--- config.mk ---
export PLATFORM = sky130hd
export DESIGN_NAME = fifo_bank_ctrl_flat
export DESIGN_NICKNAME = d
export VERILOG_FILES = /design/src/rtl/fifo_bank_ctrl_if.sv /design/src/rtl/fifo_bank_ctrl.sv /design/src/flat_wrapper.sv
export SDC_FILE = /design/constraint.sdc
export NUM_CORES = 1
export LEC_CHECK = 0
export CORE_AREA = 2 2 69 71
export DETAILED_ROUTE_END_ITERATION = 12
export DIE_AREA = 0 0 71 73
export GPL_TIMING_DRIVEN = 0
export PLACE_DENSITY = 0.78
export SLEW_MARGIN = 20
export SYNTH_ARGS = -nofsm -noshare
export SYNTH_HDL_FRONTEND = slang
export SYNTH_SLANG_ARGS = --single-unit
--- constraint.sdc ---
create_clock -name clk -period 5.3 [get_ports clk]
set_input_delay 1.06 -clock clk [delete_from_list [all_inputs] [get_ports clk]]
set_output_delay 1.06 -clock clk [all_outputs]
set_load 0.02 [all_outputs]
--- src/rtl/fifo_bank_ctrl_if.sv ---
// Push/pop stream and bank command bundle for fifo_bank_ctrl.
// master = controller side, slave = producer/consumer/bank side.
interface fifo_bank_ctrl_if #(
    parameter int unsigned DATA_WIDTH = 8,
    parameter int unsigned ADDR_WIDTH = 4,
    parameter int unsigned CNT_WIDTH  = 5
) ();
    logic                  in_valid;
    logic                  in_ready;
    logic [DATA_WIDTH-1:0] in_data;
    logic                  out_valid;
    logic                  out_ready;
    logic [DATA_WIDTH-1:0] out_data;
    logic [CNT_WIDTH-1:0]  level;
    logic                  mem_wen;
    logic [ADDR_WIDTH-1:0] mem_waddr;
    logic [DATA_WIDTH-1:0] mem_wdata;
    logic                  mem_ren;
    logic [ADDR_WIDTH-1:0] mem_raddr;
    logic [DATA_WIDTH-1:0] mem_rdata;

    modport master (
        input  in_valid, in_data, out_ready, mem_rdata,
        output in_ready, out_valid, out_data, level,
               mem_wen, mem_waddr, mem_wdata, mem_ren, mem_raddr
    );

    modport slave (
        output in_valid, in_data, out_ready, mem_rdata,
        input  in_ready, out_valid, out_data, level,
               mem_wen, mem_waddr, mem_wdata, mem_ren, mem_raddr
    );
endinterface

--- src/rtl/fifo_bank_ctrl.sv ---
// FIFO controller driving a 1-cycle-latency single-port bank plus a 2-entry output buffer.
// Optional macro FIFO_CTRL_BYPASS_EN: pushes into an empty FIFO skip the bank.
module fifo_bank_ctrl #(
    parameter int unsigned DATA_WIDTH = 8,
    parameter int unsigned FIFO_DEPTH = 16,
    parameter int unsigned ADDR_WIDTH = $clog2(FIFO_DEPTH),
    parameter int unsigned CNT_WIDTH  = $clog2(FIFO_DEPTH + 3)
) (
    input logic              clk,
    input logic              rst,
    fifo_bank_ctrl_if.master bus
);
    localparam int unsigned BCW = $clog2(FIFO_DEPTH + 1);

    logic [ADDR_WIDTH-1:0] r_wptr;
    logic [ADDR_WIDTH-1:0] r_rptr;
    logic [BCW-1:0]        r_bank_cnt;
    logic [BCW-1:0]        r_avail_cnt;
    logic [1:0]            r_obuf_cnt;
    logic                  r_obuf_head;
    logic [DATA_WIDTH-1:0] r_obuf [2];
    logic                  r_inflight;
    logic                  r_pend_commit;
    logic                  r_port_busy;

    logic                  w_push;
    logic                  w_pop;
    logic                  w_ren;
    logic                  w_bypass;
    logic                  w_bank_wr;
    logic                  w_obuf_we;
    logic                  w_obuf_tail;
    logic [DATA_WIDTH-1:0] w_obuf_wdata;

    assign bus.in_ready = (r_bank_cnt < BCW'(FIFO_DEPTH)) & ~rst;
    assign w_push       = bus.in_valid & bus.in_ready;
    assign w_pop        = (r_obuf_cnt != 2'd0) & bus.out_ready;

    // Reads are only issued when the buffer is guaranteed room on capture.
    assign w_ren = (r_avail_cnt != '0) & ~r_port_busy
                 & ((r_obuf_cnt + {1'b0, r_inflight} - {1'b0, w_pop}) < 2'd2);

`ifdef FIFO_CTRL_BYPASS_EN
    assign w_bypass = w_push & (r_bank_cnt == '0) & ~r_inflight & ~r_pend_commit
                    & ((r_obuf_cnt - {1'b0, w_pop}) < 2'd2);
`else
    assign w_bypass = 1'b0;
`endif

    assign w_bank_wr    = w_push & ~w_bypass;
    assign w_obuf_we    = r_inflight | w_bypass;
    assign w_obuf_tail  = r_obuf_head ^ r_obuf_cnt[0];
    assign w_obuf_wdata = r_inflight ? bus.mem_rdata : bus.in_data;

    assign bus.mem_wen   = w_bank_wr;
    assign bus.mem_waddr = r_wptr;
    assign bus.mem_wdata = bus.in_data;
    assign bus.mem_ren   = w_ren;
    assign bus.mem_raddr = r_rptr;

    assign bus.out_valid = (r_obuf_cnt != 2'd0);
    assign bus.out_data  = r_obuf[r_obuf_head];
    assign bus.level     = CNT_WIDTH'(r_bank_cnt) + CNT_WIDTH'(r_inflight)
                         + CNT_WIDTH'(r_obuf_cnt);

    always_ff @(posedge clk) begin
        if (rst) begin
            r_wptr        <= '0;
            r_rptr        <= '0;
            r_bank_cnt    <= '0;
            r_avail_cnt   <= '0;
            r_obuf_cnt    <= 2'd0;
            r_obuf_head   <= 1'b0;
            r_obuf[0]     <= '0;
            r_obuf[1]     <= '0;
            r_inflight    <= 1'b0;
            r_pend_commit <= 1'b0;
            r_port_busy   <= 1'b0;
        end else begin
            if (w_bank_wr) begin
                r_wptr <= r_wptr + 1'b1;
            end
            if (w_ren) begin
                r_rptr <= r_rptr + 1'b1;
            end
            r_bank_cnt <= r_bank_cnt + BCW'(w_bank_wr) - BCW'(w_ren);
            // A write colliding with a read lands a cycle late, so it commits a cycle late.
            r_avail_cnt <= r_avail_cnt + BCW'(w_bank_wr & ~w_ren) + BCW'(r_pend_commit)
                         - BCW'(w_ren);
            r_port_busy   <= w_bank_wr & w_ren;
            r_pend_commit <= w_bank_wr & w_ren;
            r_inflight    <= w_ren;
            if (w_obuf_we) begin
                r_obuf[w_obuf_tail] <= w_obuf_wdata;
            end
            if (w_pop) begin
                r_obuf_head <= ~r_obuf_head;
            end
            r_obuf_cnt <= r_obuf_cnt + {1'b0, w_obuf_we} - {1'b0, w_pop};
        end
    end
endmodule

--- src/flat_wrapper.sv ---
// flat-port wrapper written by rule: the top's interface ports become plain ports
module fifo_bank_ctrl_flat 
#(
    parameter int unsigned DATA_WIDTH = 8,
    parameter int unsigned FIFO_DEPTH = 16,
    parameter int unsigned ADDR_WIDTH = $clog2(FIFO_DEPTH),
    parameter int unsigned CNT_WIDTH  = $clog2(FIFO_DEPTH + 3)
)
  (clk, rst, bus_in_valid, bus_in_data, bus_out_ready, bus_mem_rdata, bus_in_ready, bus_out_valid, bus_out_data, bus_level, bus_mem_wen, bus_mem_waddr, bus_mem_wdata, bus_mem_ren, bus_mem_raddr);
  fifo_bank_ctrl_if #(.DATA_WIDTH(DATA_WIDTH), .ADDR_WIDTH(ADDR_WIDTH), .CNT_WIDTH(CNT_WIDTH)) bus_i ();
  input logic clk;
  input logic rst;
  input wire logic [$bits(bus_i.in_valid)-1:0] bus_in_valid;
  input wire logic [$bits(bus_i.in_data)-1:0] bus_in_data;
  input wire logic [$bits(bus_i.out_ready)-1:0] bus_out_ready;
  input wire logic [$bits(bus_i.mem_rdata)-1:0] bus_mem_rdata;
  output wire logic [$bits(bus_i.in_ready)-1:0] bus_in_ready;
  output wire logic [$bits(bus_i.out_valid)-1:0] bus_out_valid;
  output wire logic [$bits(bus_i.out_data)-1:0] bus_out_data;
  output wire logic [$bits(bus_i.level)-1:0] bus_level;
  output wire logic [$bits(bus_i.mem_wen)-1:0] bus_mem_wen;
  output wire logic [$bits(bus_i.mem_waddr)-1:0] bus_mem_waddr;
  output wire logic [$bits(bus_i.mem_wdata)-1:0] bus_mem_wdata;
  output wire logic [$bits(bus_i.mem_ren)-1:0] bus_mem_ren;
  output wire logic [$bits(bus_i.mem_raddr)-1:0] bus_mem_raddr;
  assign bus_i.in_valid = bus_in_valid;
  assign bus_i.in_data = bus_in_data;
  assign bus_i.out_ready = bus_out_ready;
  assign bus_i.mem_rdata = bus_mem_rdata;
  assign bus_in_ready = bus_i.in_ready;
  assign bus_out_valid = bus_i.out_valid;
  assign bus_out_data = bus_i.out_data;
  assign bus_level = bus_i.level;
  assign bus_mem_wen = bus_i.mem_wen;
  assign bus_mem_waddr = bus_i.mem_waddr;
  assign bus_mem_wdata = bus_i.mem_wdata;
  assign bus_mem_ren = bus_i.mem_ren;
  assign bus_mem_raddr = bus_i.mem_raddr;
  fifo_bank_ctrl #(.DATA_WIDTH(DATA_WIDTH), .FIFO_DEPTH(FIFO_DEPTH), .ADDR_WIDTH(ADDR_WIDTH), .CNT_WIDTH(CNT_WIDTH)) u_core (.clk(clk), .rst(rst), .bus(bus_i));
endmodule
==> flow_metrics.tcl <==
set metrics [dict create \
    worst_slew_pin_slew_ns 0.823 \
    htree_levels 2 \
    holdWs_ns 0.524 \
    ys_ff_latch 40 \
    vias 1464 \
    utilization_pct 59.9 \
    ys_async_sr_fraction_pct 0 \
    path_class "primary input to primary output" \
    regToRegSetupSlack_ns 1.28 \
    hp-start "u_core.bus.mem_waddr[1]" \
    r2r-end "u_core.r_avail_cnt[4]" \
    synth_most_common_cell "nor2_1" \
    yosysUniqueCellTypes 28 \
    grt-ovfl-total 0 \
    p_leak_uw 0.00117 \
    rows 25 \
    dieArea_sq_um 5180 \
    min_period_ns 4.60 \
    grt_max_degree 13 \
    clk_path_buf_depth 2 \
    post-cts-setup-buffer-count 0 \
    port_buffers 44 \
    drtIter0Drc 108 \
    syn_nets 244 \
    ant_nets 0 \
    dr.pass1.iters 4 \
    cts_hold_buffers 0 \
    min_to "u_core.bus.mem_waddr[1]" \
    whs_path_depth 2 \
    rsz0062_at_grt "no" \
    final_hold_viol_count 0 \
    skew_ns 0.00490 \
    worst_setup_path_end_kind "primary output" \
    drv_slew 0 \
    ys.flop_type "dfxtp_1" \
    syn-cell-area_sq_um 2120 \
    start_util_pct 46.8 \
    synth_edf_count 16 \
    clk_pin_slew_ns 0.07 \
    grt_pass1_vias 1465 \
    crit_arrival_ns 3.54 \
    cts_buffers 5 \
    die_w_um 71 \
    critPathLaunchType "primary input" \
    cts-root-buf "clkbuf_8" \
    nets 295 \
    avgViaCountPerCell 4.77 \
    max_freq_mhz 218 \
    setup-violations-final 0 \
    power.density_nw_per_um2 588 \
    die_h_um 73 \
    diodes 0 \
    synth_commonest_cells "nor2_1 (33), dfxtp_1 (24), inv_1 (20)" \
    clock_sinks 40 \
    peakVddDrop_mv 0.310 \
    synth_top_cell_area_share_pct 22.6 \
    required_ns 4.24 \
    syn_inst 201 \
    gp_congestion 0.773 \
    antenna_found_initial 0 \
    grtUsageTotal_pct 15.9 \
    dp_hpwl_mm 2.76 \
    synth.avg_cell_area_sq_um 10.6 \
    io-pin-count 53 \
    wire_per_inst_um 12.0 \
    r2r_start "u_core.r_obuf_cnt[1]" \
    cts_resized 0 \
    worstPathMaxFanout 9 \
    max_slew_margin_pct 44.7 \
    max_cap_viol_count 0 \
    hp-class "flip-flop to flip-flop" \
    area_growth_pct 27.8 \
    nFillCells 397 \
    finalPower_uw 1600 \
    ys_seq_area_share_pct 45.2 \
    drc 0 \
    cts_tree "built" \
    grt_first_pass_wirelength_mm 6.40 \
    tns_ns 0 \
    worstSkewPairLatency_ns 0.29 \
    yosysWarnings 0 \
    ff2ff_path_depth 15 \
    yosys.area.top_type "dfxtp_1" \
    status "complete, no violations" \
    post-route-period-util_pct 86.7 \
    synth_area_leaders "dfxtp_1 (23%), edfxtp_1 (23%), ha_1 (11%)" \
    drive_above_1_share_pct 11.1 \
    coreArea_sq_um 4540 \
    totalWireLength_mm 3.70 \
]
worst max-delay path by stage:
stage                       endpoint     startpoint  slack, ns  depth (start not counted)
6_report                 bus_mem_ren  bus_out_ready       0.70                          8
5_1_grt                  bus_mem_ren  bus_out_ready       0.55                          8
4_1_cts                  bus_mem_ren  bus_out_ready       0.67                          8
3_5_place_dp   u_core.r_avail_cnt[4]  bus_out_ready       0.48                         15
3_3_place_gp   u_core.r_avail_cnt[4]  bus_out_ready       0.55                         15
2_1_floorplan  u_core.r_avail_cnt[4]  bus_out_ready       1.04                         14
cell type report:
cell class	count	area (sq um)	area share (%)
Sequential cell	40	961	35.4
Tap cell	54	67.6	2.49
Buffer	12	75.1	2.76
Timing Repair Buffer	44	440	16.2
Inverter	20	75.1	2.76
Clock buffer	5	68.8	2.53
Multi-Input combinational cell	129	1010	37.3
Clock inverter	3	13.8	0.507
worst max-delay path: stages:
cell	delay, ns
clkdlybuf4s50_1	0.44
and2_1	0.16
ha_1	0.24
inv_1	0.05
ha_1	0.14
xor3_1	0.31
nor3_4	0.43
clkdlybuf4s50_1	0.70
state kept, by name (all words and copies together) (netlist names), named ones only:
register,count
u_core.r_obuf_cnt,2
u_core.r_obuf_head,1
u_core.r_pend_commit,1
u_core.bus.mem_raddr,4
u_core.bus.mem_waddr,4
u_core.r_inflight,1
u_core.r_bank_cnt,5
u_core.r_obuf,16
u_core.r_avail_cnt,5
per-layer routing:
| layer | routed length [um] | track usage [%] | vias up |
|---|---|---|---|
| li1 | - | - | 745 |
| met5 | 0 | 0 | - |
| met4 | 51 | 5.66 | 0 |
| met1 | 1640 | 18.3 | 676 |
| met2 | 1780 | 28.0 | 38 |
| met3 | 221 | 4.70 | 5 |
cells by family after synthesis:
family,after synthesis,share of synthesized area [%]
AOI/OAI and AO/OA,15,4.24
xor gates and xnor gates,19,8.54
adders and majority gates,23,15.3
buffers and inverters,32,7.07
DFF,40,45.2
muxes,9,4.71
and+or+nand+nor,63,14.9
layout by cell type, fill, tap and decap left out:
master            n
xor2_1            7
clkdlybuf4s50_1  44
buf_4             8
ha_1             18
xor3_1            1
nor2_1           33
or3_1             1
mux2i_1           1
nand3_1           1
xnor2_1          11
or2_2             1
and3_1            1
nand4_1           1
o21ai_0           3
nor2b_1           8
nand2_1          11
clkbuf_1          4
a21o_1            6
mux2_2            8
and2_1            1
clkbuf_8          5
clkinv_2          2
a21oi_1           6
inv_1            20
nor4b_2           2
nor3b_2           1
nand2b_1          1
clkinv_1          1
edfxtp_1         16
fa_1              5
nor3_4            1
dfxtp_1          24
power by group:
part           total (uW)  leakage, uW  switching, uW  internal (uW)
clock                 192    0.0000453            103           89.3
sequential            482     0.000366           63.2            419
combinational         921     0.000756            471            450
total                1600      0.00117            637            958
per-stage QoR:
stage | cells | worst slack [ns] | cell area [sq um]
3_3_place_gp | 299 | 0.549 | 2630
3_5_place_dp | 299 | 0.483 | 2630
2_1_floorplan | 201 | 1.04 | 2120
6_report | 307 | 0.704 | 2720
5_1_grt | 307 | 0.554 | 2720
4_1_cts | 307 | 0.675 | 2720
Power figures use the tool's default switching activity.
